<file path="config.mk">
export PLATFORM = sky130hd
export DESIGN_NAME = dp_memory
export DESIGN_NICKNAME = d
export VERILOG_FILES = /design/src/rtl/dp_memory.sv
export SDC_FILE = /design/constraint.sdc
export NUM_CORES = 1
export LEC_CHECK = 0
export BUFFER_PORTS_ARGS = -buffer_cell sky130_fd_sc_hd__buf_2
export CAP_MARGIN = 30
export CORE_MARGIN = 4
export CORE_UTILIZATION = 35
export CTS_CLUSTER_DIAMETER = 150
export DETAILED_ROUTE_END_ITERATION = 7
export HOLD_SLACK_MARGIN = 0.12
export SLEW_MARGIN = 20
export SYNTH_ARGS = -nofsm -noshare
export SYNTH_HDL_FRONTEND = slang
export SYNTH_SLANG_ARGS = --single-unit
</file>
<file path="constraint.sdc">
create_clock -name clk -period 4.25 [get_ports clk]
set_input_delay 0.425 -clock clk [delete_from_list [all_inputs] [get_ports clk]]
set_output_delay 0.425 -clock clk [all_outputs]
set_load 0.01 [all_outputs]
</file>
<file path="src/rtl/dp_memory.sv">
// Dual-port byte-enabled memory with a self-clearing sweep after reset or init_req.
// Optional per-lane even parity and a par_err output when DP_MEMORY_PARITY_EN is defined.
module dp_memory #(
  parameter int unsigned ADDR_WIDTH = 3,
  parameter int unsigned DATA_WIDTH = 8,
  parameter int unsigned DEPTH      = 8,
  parameter int unsigned RD_MODE    = 0
) (
  input  logic                    clk,
  input  logic                    rst_n,
  input  logic                    init_req,
  output logic                    busy,
  input  logic                    we,
  input  logic [DATA_WIDTH/8-1:0] wbe,
  input  logic [ADDR_WIDTH-1:0]   waddr,
  input  logic [DATA_WIDTH-1:0]   wrdata,
  input  logic                    re,
  input  logic [ADDR_WIDTH-1:0]   raddr,
  output logic [DATA_WIDTH-1:0]   rddata,
  output logic                    rvalid,
  output logic                    addr_err
`ifdef DP_MEMORY_PARITY_EN
  ,
  output logic                    par_err
`endif
);

  localparam int unsigned NB = DATA_WIDTH / 8;
  localparam logic [ADDR_WIDTH:0]   DepthW   = (ADDR_WIDTH + 1)'(DEPTH);
  localparam logic [ADDR_WIDTH-1:0] LastAddr = ADDR_WIDTH'(DEPTH - 1);

  typedef enum logic [0:0] {StClear, StIdle} state_e;

  state_e                  state_q, state_d;
  logic [ADDR_WIDTH-1:0]   sweep_q, sweep_d;
  logic [DATA_WIDTH-1:0]   rddata_q, rddata_d;
  logic                    rvalid_q, rvalid_d;
  logic                    addr_err_q, addr_err_d;
  logic [DATA_WIDTH-1:0]   mem_q [DEPTH];

  logic                    waddr_ok, raddr_ok, clr_en, wr_en, fwd;
  logic [DATA_WIDTH-1:0]   wmask, old_word, merged_word, rd_word;

  assign waddr_ok = {1'b0, waddr} < DepthW;
  assign raddr_ok = {1'b0, raddr} < DepthW;
  assign clr_en   = (state_q == StClear);
  assign wr_en    = (state_q == StIdle) && we && waddr_ok;
  // Write-first forwarding only matters on a true same-address collision.
  assign fwd      = (RD_MODE == 1) && wr_en && (waddr == raddr);

  always_comb begin
    wmask = '0;
    for (int k = 0; k < NB; k++) begin
      wmask[8*k +: 8] = {8{wbe[k]}};
    end
  end

  assign old_word    = raddr_ok ? mem_q[raddr] : '0;
  assign merged_word = (old_word & ~wmask) | (wrdata & wmask);
  assign rd_word     = fwd ? merged_word : old_word;

  always_comb begin
    state_d    = state_q;
    sweep_d    = sweep_q;
    rddata_d   = rddata_q;
    rvalid_d   = 1'b0;
    addr_err_d = 1'b0;
    unique case (state_q)
      StClear: begin
        sweep_d = sweep_q + 1'b1;
        if (sweep_q == LastAddr) begin
          state_d = StIdle;
          sweep_d = '0;
        end
      end
      StIdle: begin
        if (init_req) begin
          state_d = StClear;
          sweep_d = '0;
        end
        if (re) begin
          rvalid_d = 1'b1;
          rddata_d = raddr_ok ? rd_word : '0;
        end
        addr_err_d = (we && !waddr_ok) || (re && !raddr_ok);
      end
      default: state_d = StClear;
    endcase
  end

  always_ff @(posedge clk) begin
    if (!rst_n) begin
      state_q    <= StClear;
      sweep_q    <= '0;
      rddata_q   <= '0;
      rvalid_q   <= 1'b0;
      addr_err_q <= 1'b0;
    end else begin
      state_q    <= state_d;
      sweep_q    <= sweep_d;
      rddata_q   <= rddata_d;
      rvalid_q   <= rvalid_d;
      addr_err_q <= addr_err_d;
    end
  end

  // Storage has no reset; the sweep that follows reset zeroes it.
  always_ff @(posedge clk) begin
    if (rst_n) begin
      if (clr_en) begin
        mem_q[sweep_q] <= '0;
      end else if (wr_en) begin
        for (int k = 0; k < NB; k++) begin
          if (wbe[k]) mem_q[waddr][8*k +: 8] <= wrdata[8*k +: 8];
        end
      end
    end
  end

  assign busy     = (state_q == StClear);
  assign rddata   = rddata_q;
  assign rvalid   = rvalid_q;
  assign addr_err = addr_err_q;

`ifdef DP_MEMORY_PARITY_EN
  logic [NB-1:0] par_mem_q [DEPTH];
  logic [NB-1:0] wr_par, old_par, rd_par, calc_par;
  logic          par_err_q, par_err_d;

  always_comb begin
    for (int k = 0; k < NB; k++) begin
      wr_par[k]   = ^wrdata[8*k +: 8];
      calc_par[k] = ^rd_word[8*k +: 8];
    end
  end

  assign old_par   = raddr_ok ? par_mem_q[raddr] : '0;
  assign rd_par    = fwd ? ((old_par & ~wbe) | (wr_par & wbe)) : old_par;
  assign par_err_d = (state_q == StIdle) && re && raddr_ok && |(calc_par ^ rd_par);

  always_ff @(posedge clk) begin
    if (rst_n) begin
      if (clr_en) begin
        par_mem_q[sweep_q] <= '0;
      end else if (wr_en) begin
        for (int k = 0; k < NB; k++) begin
          if (wbe[k]) par_mem_q[waddr][k] <= wr_par[k];
        end
      end
    end
  end

  always_ff @(posedge clk) begin
    if (!rst_n) par_err_q <= 1'b0;
    else        par_err_q <= par_err_d;
  end

  assign par_err = par_err_q;
`endif

endmodule

</file>
* Word-level counts from Yosys, hierarchy flattened
Memories as Yosys holds them, arrays and structs flattened. A register that Yosys moved wholly into a read port is not among the register bits.
Index checks and enable logic that the tools add are counted.
** Storage, ports and cells
- Flip-flop bits (word level) :: 5
- Memory bits (writable) :: 64
- Input bits :: 20
- Output and inout bits :: 11
- Logic and storage cells :: 31
- Memories :: 1
** Operators by class
- Add/subtract/negate cells :: 1
- Eq/ne operators :: 2
- Multiplexer cells :: 18
- Bitwise operators :: 1
- Reduce and logical (&&, ||, !) cells :: 5
** Memories
- mem_q :: words 8, bits a word 8, rd ports 1, clocked after memory_dff 1, write ports 1, RTL line 39 : logic [DATA_WIDTH-1:0] mem_q [DEPTH];
** Operators with widths (number)
- 1-bit two-way mux :: 12
- 3-bit two-way mux :: 3
- 8-bit two-way mux :: 1
- 8-bit OR reduction :: 1
- 3-bit case mux with 2 select lines :: 1
- 2-bit AND reduction :: 2
- 3-bit by 1-bit adder with 3-bit output, second input constant :: 1
- 3-bit == test, second input constant :: 1
- 2-bit inequality test, second input constant :: 1
- 1-bit case mux with 2 select lines :: 1
- 1-bit logical AND :: 1
- 1-bit zero test :: 1
- 1-bit inverter :: 1

* Longest topological paths before layout
Gate-level depths: netlist (run 1).
- Depth in word-level cells :: 7
- Depth in mapped cells :: 6
- Gate-level depth less buffers :: 4

* Worst setup path before layout (run 1)
No wires, ideal clock.
- Kind :: input-to-reg
- From :: in rst_n
- To :: mem mem_q[6][0], enable pin
- Arrival :: 1514 ps
- Required time :: 3880 ps
- Path slack :: 2366 ps
- Cell stages on the path :: 5
- Cell sequence :: and4_1 > buf_6 > mux2i_1 > or2_1 > nor2_1
** Between the ends
- Cells in the longest elaborated chain, start to end :: 4
- Elaborated cells on any way between the ends :: 7
- Those cells by class :: mux (6); reduce/logical (1)
** Ends and longest elaborated chain
- start: declaration :: RTL line 10 : input logic rst_n,
- 1-bit two-way mux :: RTL line 109 : if (rst_n) begin
- 1-bit two-way mux (not written as such) :: RTL line 114 : if (wbe[k]) mem_q[waddr][8*k +: 8] <= wrdata[8*k +: 8];
- 8-bit OR reduction (no line)
- 3-bit two-way mux (no line) / 1-bit two-way mux (equally long branches)
- end: declaration :: RTL line 39
Parallel ways exist; a longest one is shown, timed or not.

* Worst setup path in the final report (run 1)
- From :: reg state_q
- To :: mem mem_q[0][0], enable pin
** Between the ends
- Cells in the longest elaborated chain, start to end :: 7
- Elaborated cells on any way between the ends :: 11
- Those cells by class :: mux (9); reduce/logical (2)
** Ends and longest elaborated chain
- start: declaration :: RTL line 34 : state_e state_q, state_d;
- start signal: assignment :: RTL line 93 : state_q <= StClear;
- start signal: assignment :: RTL line 99 : state_q <= state_d;
- 1-bit logical AND :: RTL line 47 : assign wr_en = (state_q == StIdle) && we && waddr_ok;
- 1-bit two-way mux :: RTL line 112 : end else if (wr_en) begin
- 1-bit two-way mux :: RTL line 110 : if (clr_en) begin
- 1-bit two-way mux :: RTL line 109
- 1-bit two-way mux (not written as such) :: RTL line 114
- 8-bit OR reduction (no line)
- 3-bit two-way mux (no line) / 1-bit two-way mux (equally long branches)
Parallel ways exist; a longest one is shown, timed or not.

==> metrics.md, run 1 <==
| Metric | Value |
|---|---|
| Met1 usage | between 10% and 20% |
| Hold depth | 2 |
| FP Rows | 34 |
| Top-count cell post-synth | edfxtp_1 |
| Worst Hold End | rvalid |
| R2r setup slk | 1.77 ns |
| Resized cells post-CTS | 0 |
| Vias in the first global route | 1673 |
| Crit Path Max Fanout | 14 |
| Worst slew pin tran | 0.889 ns |
| Fraction of registers with async set/reset | 0% |
| Post-synth top area cell | edfxtp_1 |
| Seq pwr share | between 50% and 60% |
| Core area | between 8000 and 9000 µm² |
| Outcome | finished, final reports clean |
| Reg2reg path depth | 4 |
| Share of post-route cells with drive strength above 1 | between 10% and 20% |
| Nets | between 200 and 300 |
| Initial DRC count | ~110 |
| DIE AREA | 10500 µm² |
| Final WL | between 6000 and 7000 µm |
| Met3 Use GR | 3.14% |
| Final setup viols | 0 |
| Routed vias/inst | just under 5 |
| Post-DP Area | ~3300 µm² |
| Vias | ~1.8k |
| Dpl cells | 340 |
| Fillers | around 830 |
| Share of Yosys cell area claimed by the top area cell type | about three fifths |
| CTS root buf | clkbuf_8 |
| Library cells used by synthesis | 27 |
| Fin. Hold Viols | 0 |
| Initial DRT Pass Iterations | 5 |
| Clock transition at path regs | 0.07 ns |
| GRT overflow | 0 |
| Initial Util | approximately 36% |
| Setup TNS | 0 ns |
| CP endpoint kind | flip-flop |
| Total track usage | around an eighth |
| Die Ht | between 100 and 150 µm |
| Die W | around 100 µm |
| Non-filler instance count after layout | around 360 |
| Busiest grt layer | met1 |
| Peak VDD IR | around 0.00019 V |
| Net Sw Power | roughly 0.00029 W |
| Post-CTS setup repair buffer count | 0 |
| Storage element area | between 2000 and 2500 µm² |
| Static Leak | approximately 1.4 nW |
| Worst hold path class | input port to flip-flop |
| Syn. warnings | 0 |
| Post-synth EDFFs | 64 |
| Synth top area cells | edfxtp_1 (62%), mux2i_1 (11%), dfxtp_1 (8.4%) |
| Global-route wire length before repair | between 9000 and 10000 µm |
| Final Skew | between 0.005 and 0.006 ns |
| IO Port Bufs | 29 |
| Initial antenna violation count | 0 |
| CTS Buf Count | 9 |
| RSZ-0062 raised after global routing | no |
| Fin area | 3520 µm² |
| Netlist Area Pre-Place | roughly 3100 µm² |
| Hold Path Origin | re |
| CTS sink cnt | 77 |
| Post-layout minimum cycle time | around 2.5 ns |
| R2R Path Start | state_q |
| Number of inserted diodes | 0 |
| PwrDens | between 400 and 500 nW/µm² |
| Mapped Avg Cell Area | between 10 and 15 µm² |
| Largest net degree at the start of global routing | 33 |
| Cells after Synth | 215 |
| Syn Nets | between 200 and 250 |
| Hold buffers post-CTS | 0 |
| Worst skew pair latency | roughly 0.33 ns |
| Gate power share | around 5.2% |
| Crit path required time | 4.22 ns |
| Clock share of power | between 30% and 40% |
| Critical R2R Capture | mem_q[0][0] |
| Area grow syn2layout | 13.4% |
| Int Pwr | between 0.001 and 0.0015 W |
| Multi-input gate area | approximately 850 µm² |
| Maximum clock rate | ~400 MHz |
| CP Data Arrival Time | 2.45 ns |
| Synth Flop Type | edfxtp_1 |
| Switching portion of total power | 19.6% |
| Final Cycle Share | between 50% and 60% |
| Hpwl dp | roughly 4500 µm |
| DR WL/cell | between 15 and 20 µm |
| H-tree depth | 3 |
| Sequential fraction of the synthesis area | about 70% |
| CTS tree | built |
| Gpl congestion | ~0.78 |
| Ports | 31 |
| Slew headroom | roughly 41% |
| Post-synth top cells | edfxtp_1 (64), mux2i_1 (34), nor2_1 (19) |
| Maximum root-to-sink buffer count | 2 |
| Crit start category | flip-flop |
| # DRC | 0 |
| Max-slew violation count | 0 |
| Critical path type | flip-flop to flip-flop |
| Max-Cap Viols | 0 |
| M2 GR Usage | between 10% and 20% |
| Synthesized flop and latch total | 77 |
| Antenna Violating Nets Remaining | 0 |
per-stage QoR:
| step | hold WS [ns] | setup slack [ns] | utilization [%] | power [W] |
|---|---|---|---|---|
| floorplan | 0.553 | 2.37 | - | 0.000897 |
| global placement | 0.518 | 1.80 | 38.3 | 0.000921 |
| detailed placement | 0.518 | 1.69 | 38.3 | 0.000922 |
| CTS | 0.340 | 1.80 | 40.6 | 0.00148 |
| global route | 0.360 | 1.59 | 40.6 | 0.00152 |
| finish | 0.357 | 1.77 | 40.6 | 0.00146 |
worst max-delay path, cell delays in order (launching register included):
cell and delay, ns:
dfxtp_1 0.53, and4_1 0.47, mux2i_1 0.44, nand2_1 0.13
nor2_1 0.54
sequential cells by signal, summed over array words and instances (netlist names):
signal,count
mem_q,64
rddata,8
rvalid,1
state_q,1
sweep_q,3
cells in the final DEF (no fill, tap or decap), types with 9 or more instances in the layout:
| master | n |
|---|---|
| edfxtp_1 | 64 |
| mux2i_1 | 34 |
| buf_2 | 29 |
| nor2_1 | 19 |
| a22oi_1 | 16 |
| dfxtp_1 | 13 |
| and2_1 | 10 |
| o21ai_0 | 10 |
| a21oi_1 | 10 |
| clkbuf_8 | 9 |
kinds of logic (layout without fill, tap and decap cells):
family	after synthesis	in the layout	share of synthesized area (%)
AND/OR/NAND/NOR	49	49	7.85
other	1	1	0.121
flip-flops	77	77	70.2
multiplexers	34	34	10.9
adder cells (fa/ha/maj)	2	2	0.805
AO/OA/AOI/OAI	38	38	7.65
buffers and inverters	14	46	2.45
final cells by class:
type                    count  area share, %
flip-flops and latches     77           61.9
multi-input cells         124           24.1
repair buffers             29           4.12
well taps                 108           3.83
clock buffers              10           3.62
clock inverters             5           2.17
inverters                   2          0.213
per-layer routing:
metal  up-vias  share of wire, %
met1       833                48
met5         -                 0
met2        55                45
met4         0               1.4
met3         6               5.1
li1        862                 -
power groups by stage:
stage	registers, W	clock network (W)	logic [W]
after CTS	0.000830	0.000569	0.0000762
after global routing	0.000830	0.000609	0.0000841
after floorplan	0.000844	0	0.0000531
final	0.000829	0.000559	0.0000761
after global placement	0.000847	0	0.0000746
after detailed placement	0.000846	0	0.0000759
worst max-delay path by stage:
stage	slack, ns	startpoint	depth (start not counted)	end
5_1_grt	1.59	state_q	4	mem_q[6][7]
3_3_place_gp	1.80	rst_n	5	mem_q[6][0]
3_5_place_dp	1.69	rst_n	5	mem_q[0][3]
4_1_cts	1.80	state_q	4	mem_q[0][0]
2_1_floorplan	2.37	rst_n	5	mem_q[6][0]
6_report	1.77	state_q	4	mem_q[0][0]
Power figures use the tool's default switching activity.
==> run 2: changes to the inputs <==
--- a/config.mk
+++ b/config.mk
@@ -5,6 +5,7 @@
 export SDC_FILE = /design/constraint.sdc
 export NUM_CORES = 1
 export LEC_CHECK = 0
+export ABC_AREA = 1
 export BUFFER_PORTS_ARGS = -buffer_cell sky130_fd_sc_hd__buf_2
 export CAP_MARGIN = 30
 export CORE_MARGIN = 4
==> constraint.sdc (replaced) <==
create_clock -name clk -period 2.1 [get_ports clk]
set_input_delay 0.21 -clock clk [delete_from_list [all_inputs] [get_ports clk]]
set_output_delay 0.21 -clock clk [all_outputs]
set_load 0.01 [all_outputs]
==> metrics.md, run 2 <==
| Metric | Value |
|---|---|
| CTS root buf | clkbuf_8 |
| Critical path type | flip-flop to flip-flop |
| Final setup viols | 0 |
| Hold depth | 4 |
| Area grow syn2layout | 17.1% |
| Commonest non-fill, non-tap cell in the layout | inv_1 |
| Maximum root-to-sink buffer count | 2 |
| Initial DRT Pass Iterations | 4 |
| Switching portion of total power | 22.8% |
| Fraction of registers with async set/reset | 0% |
| Initial Util | a little over a third |
| Synth top area cells | edfxtp_1 (55%), inv_1 (9.6%), nand2_1 (9.4%) |
| Vias in the first global route | 2310 |
| Initial antenna violation count | 0 |
| Post-synth top area cell | edfxtp_1 |
| Fin. Hold Viols | 0 |
| Crit start category | flip-flop |
| Maximum clock rate | 615 MHz |
| FP Rows | 36 |
| Initial DRC count | ~130 |
| CP endpoint kind | flip-flop |
| Final Skew | 0.0104 ns |
| Final WL | about 7600 µm |
| RSZ-0062 raised after global routing | no |
| R2r setup slk | approximately 0.47 ns |
| Post-synth top cells | inv_1 (89), nand2_1 (87), edfxtp_1 (64) |
| R2R Path Start | state_q |
| CP Data Arrival Time | between 1.5 and 2 ns |
| DIE AREA | between 10000 and 15000 µm² |
| Worst slew pin tran | ~0.54 ns |
| Worst hold slack | 0.165 ns |
| Global-route wire length before repair | 11900 µm |
| Static Leak | approximately 2 nW |
| Share of post-route cells with drive strength above 1 | between 10% and 20% |
| Ports | 31 |
| Most frequent cells in the layout | inv_1 (89), nand2_1 (87), edfxtp_1 (64), nand3_1 (48), buf_2 (29) |
| Total track usage | between 10% and 20% |
| CTS sink cnt | 77 |
| Most frequent CP cell | nand2_2 |
| Cells after Synth | approximately 370 |
| PwrDens | 756 nW/µm² |
| Nets | approximately 440 |
| Net Sw Power | around 0.00070 W |
| Number of inserted diodes | 0 |
| CP max stage delay | 0.40 ns |
| Post-CTS setup repair buffer count | 0 |
| Netlist Area Pre-Place | 3460 µm² |
| Worst path slowest cell | dfxtp_1 |
| H-tree depth | 3 |
| Post-layout util | approximately two fifths |
| Core area | between 9000 and 10000 µm² |
| Hpwl dp | ~5600 µm |
| Final Cycle Share | between 70 and 80% |
| Slew headroom | between 60% and 70% |
| Outcome | finished, final reports clean |
| Clock transition at path regs | ~0.080 ns |
| Library cells used by synthesis | 20 |
| Max-slew violation count | 0 |
| Total power draw | 0.00307 W |
| Worst Hold End | sweep_q[1] |
| # DRC | 0 |
| Top-count cell post-synth | inv_1 |
| CTS Buf Count | 9 |
| GRT overflow | 0 |
| Post-layout minimum cycle time | 1.63 ns |
| Antenna Violating Nets Remaining | 0 |
| Routed vias/inst | 4.36 |
| Synth Flop Type | edfxtp_1 |
| Max reg flops | 64 |
| Setup TNS | 0 ns |
| DR WL/cell | ~14 µm |
| Worst hold path class | input port to flip-flop |
| Post-synth EDFFs | between 60 and 70 |
| Int Pwr | 0.00237 W |
| Hold Path Origin | init_req |
| Worst skew pair latency | between 0.3 and 0.4 ns |
| Worst-path cell chain | nand2_2, nor2_8, inv_2, nand2_2, o211ai_2, nor2_1, buf_4 |
| CTS tree | built |
| Seq pwr share | 55.5% |
| Reg2reg path depth | 7 |
| Peak VDD IR | 0.000456 V |
| Max-Cap Viols | 0 |
| Syn Nets | 391 |
| Crit path required time | 2.16 ns |
| Clock share of power | 37.6% |
| Syn. warnings | 0 |
| Vias | about 2.4k |
| Gate power share | under 10% |
| Die Ht | roughly 110 µm |
| Die W | roughly 110 µm |
| Mapped Avg Cell Area | around 9.4 µm² |
| Sequential fraction of the synthesis area | 63.0% |
| Gpl congestion | just under 0.9 |
| Critical R2R Capture | mem_q[4][0] |
| IO Port Bufs | 29 |
| Crit Path Max Fanout | 9 |
| Synthesized flop and latch total | 77 |
| Largest net degree at the start of global routing | 33 |
| Top reg by flops | mem_q |
| Share of Yosys cell area claimed by the top area cell type | a little under three fifths |
==> run 2: cell types whose count changed in the layout (fill, tap and decap cells not counted), moves of 8 or more <==
cell	previous run	this run
buf_4	0	18
a22oi_1	16	0
nand3_1	0	48
nand2_1	7	87
mux2i_1	34	0
and2_1	10	0
o21ai_0	10	2
inv_1	2	89
==> run 2: how the worst max path moves through the flow <==
stage / startpoint / endpoint / depth (start not counted)
5_1_grt: state_q / mem_q[7][4] / 7
3_3_place_gp: rst_n / mem_q[2][3] / 8
4_1_cts: state_q / mem_q[4][0] / 7
6_report: state_q / mem_q[4][0] / 7
2_1_floorplan: state_q / mem_q[2][0] / 6
3_5_place_dp: rst_n / mem_q[2][3] / 8
==> run 2: logic make-up after synthesis <==
| kind of cell | after synthesis | synth area share [%] |
|---|---|---|
| DFF | 77 | 63.0 |
| adders and majority gates | 2 | 0.722 |
| AOI/OAI and AO/OA | 25 | 4.48 |
| other | 1 | 0.108 |
| buffers and inverters | 107 | 12.3 |
| and+or+nand+nor | 157 | 19.4 |
==> run 2: per-layer routing <==
layer	GRT usage (%)	vias to the layer above	share of wire [%]	wire length, µm
met5	0	-	0	0
met4	5.41	0	1.7	129
met3	2.22	12	3.3	252
met2	23.8	38	50	3810
met1	17.6	1116	45	3440
li1	-	1240	-	-
==> run 2: layout make-up <==
class / instances / area [µm²]
timing repair buffer: 48 / 290
tap: 133 / 166
clock inverter: 3 / 21.3
multi-input combinational: 185 / 857
sequential: 77 / 2180
clock buffer: 13 / 191
fill: 961 / 5630
inverter: 93 / 349
==> run 2: power by group through the flow <==
stage	logic (W)	registers (W)	clock network, W
floorplan	0.000145	0.00173	0
global placement	0.000207	0.00174	0
detailed placement	0.000209	0.00174	0
CTS	0.000212	0.00170	0.00117
global route	0.000238	0.00171	0.00124
finish	0.000210	0.00170	0.00115
==> run 2: per-stage QoR <==
step	cells	area [µm²]	worst slack [ns]
finish	552	4060	0.474
global placement	535	3830	0.434
detailed placement	535	3830	0.398
CTS	552	4060	0.464
floorplan	369	3460	0.463
global route	552	4060	0.338
==> run 2: worst max-delay path, delay by kind of cell, from the launching register on <==
family                 cells  cell delay (ns)
buffers and inverters      2             0.29
AOI/OAI and AO/OA          1             0.12
DFF                        1             0.40
and+or+nand+nor            4             0.51
==> run 2: repair_timing <==
item / 4_1_cts / 5_1_grt
hold buffers: 1 / 0
hold endpoints to repair: 1 / 0
gates resized for setup: 0 / 0
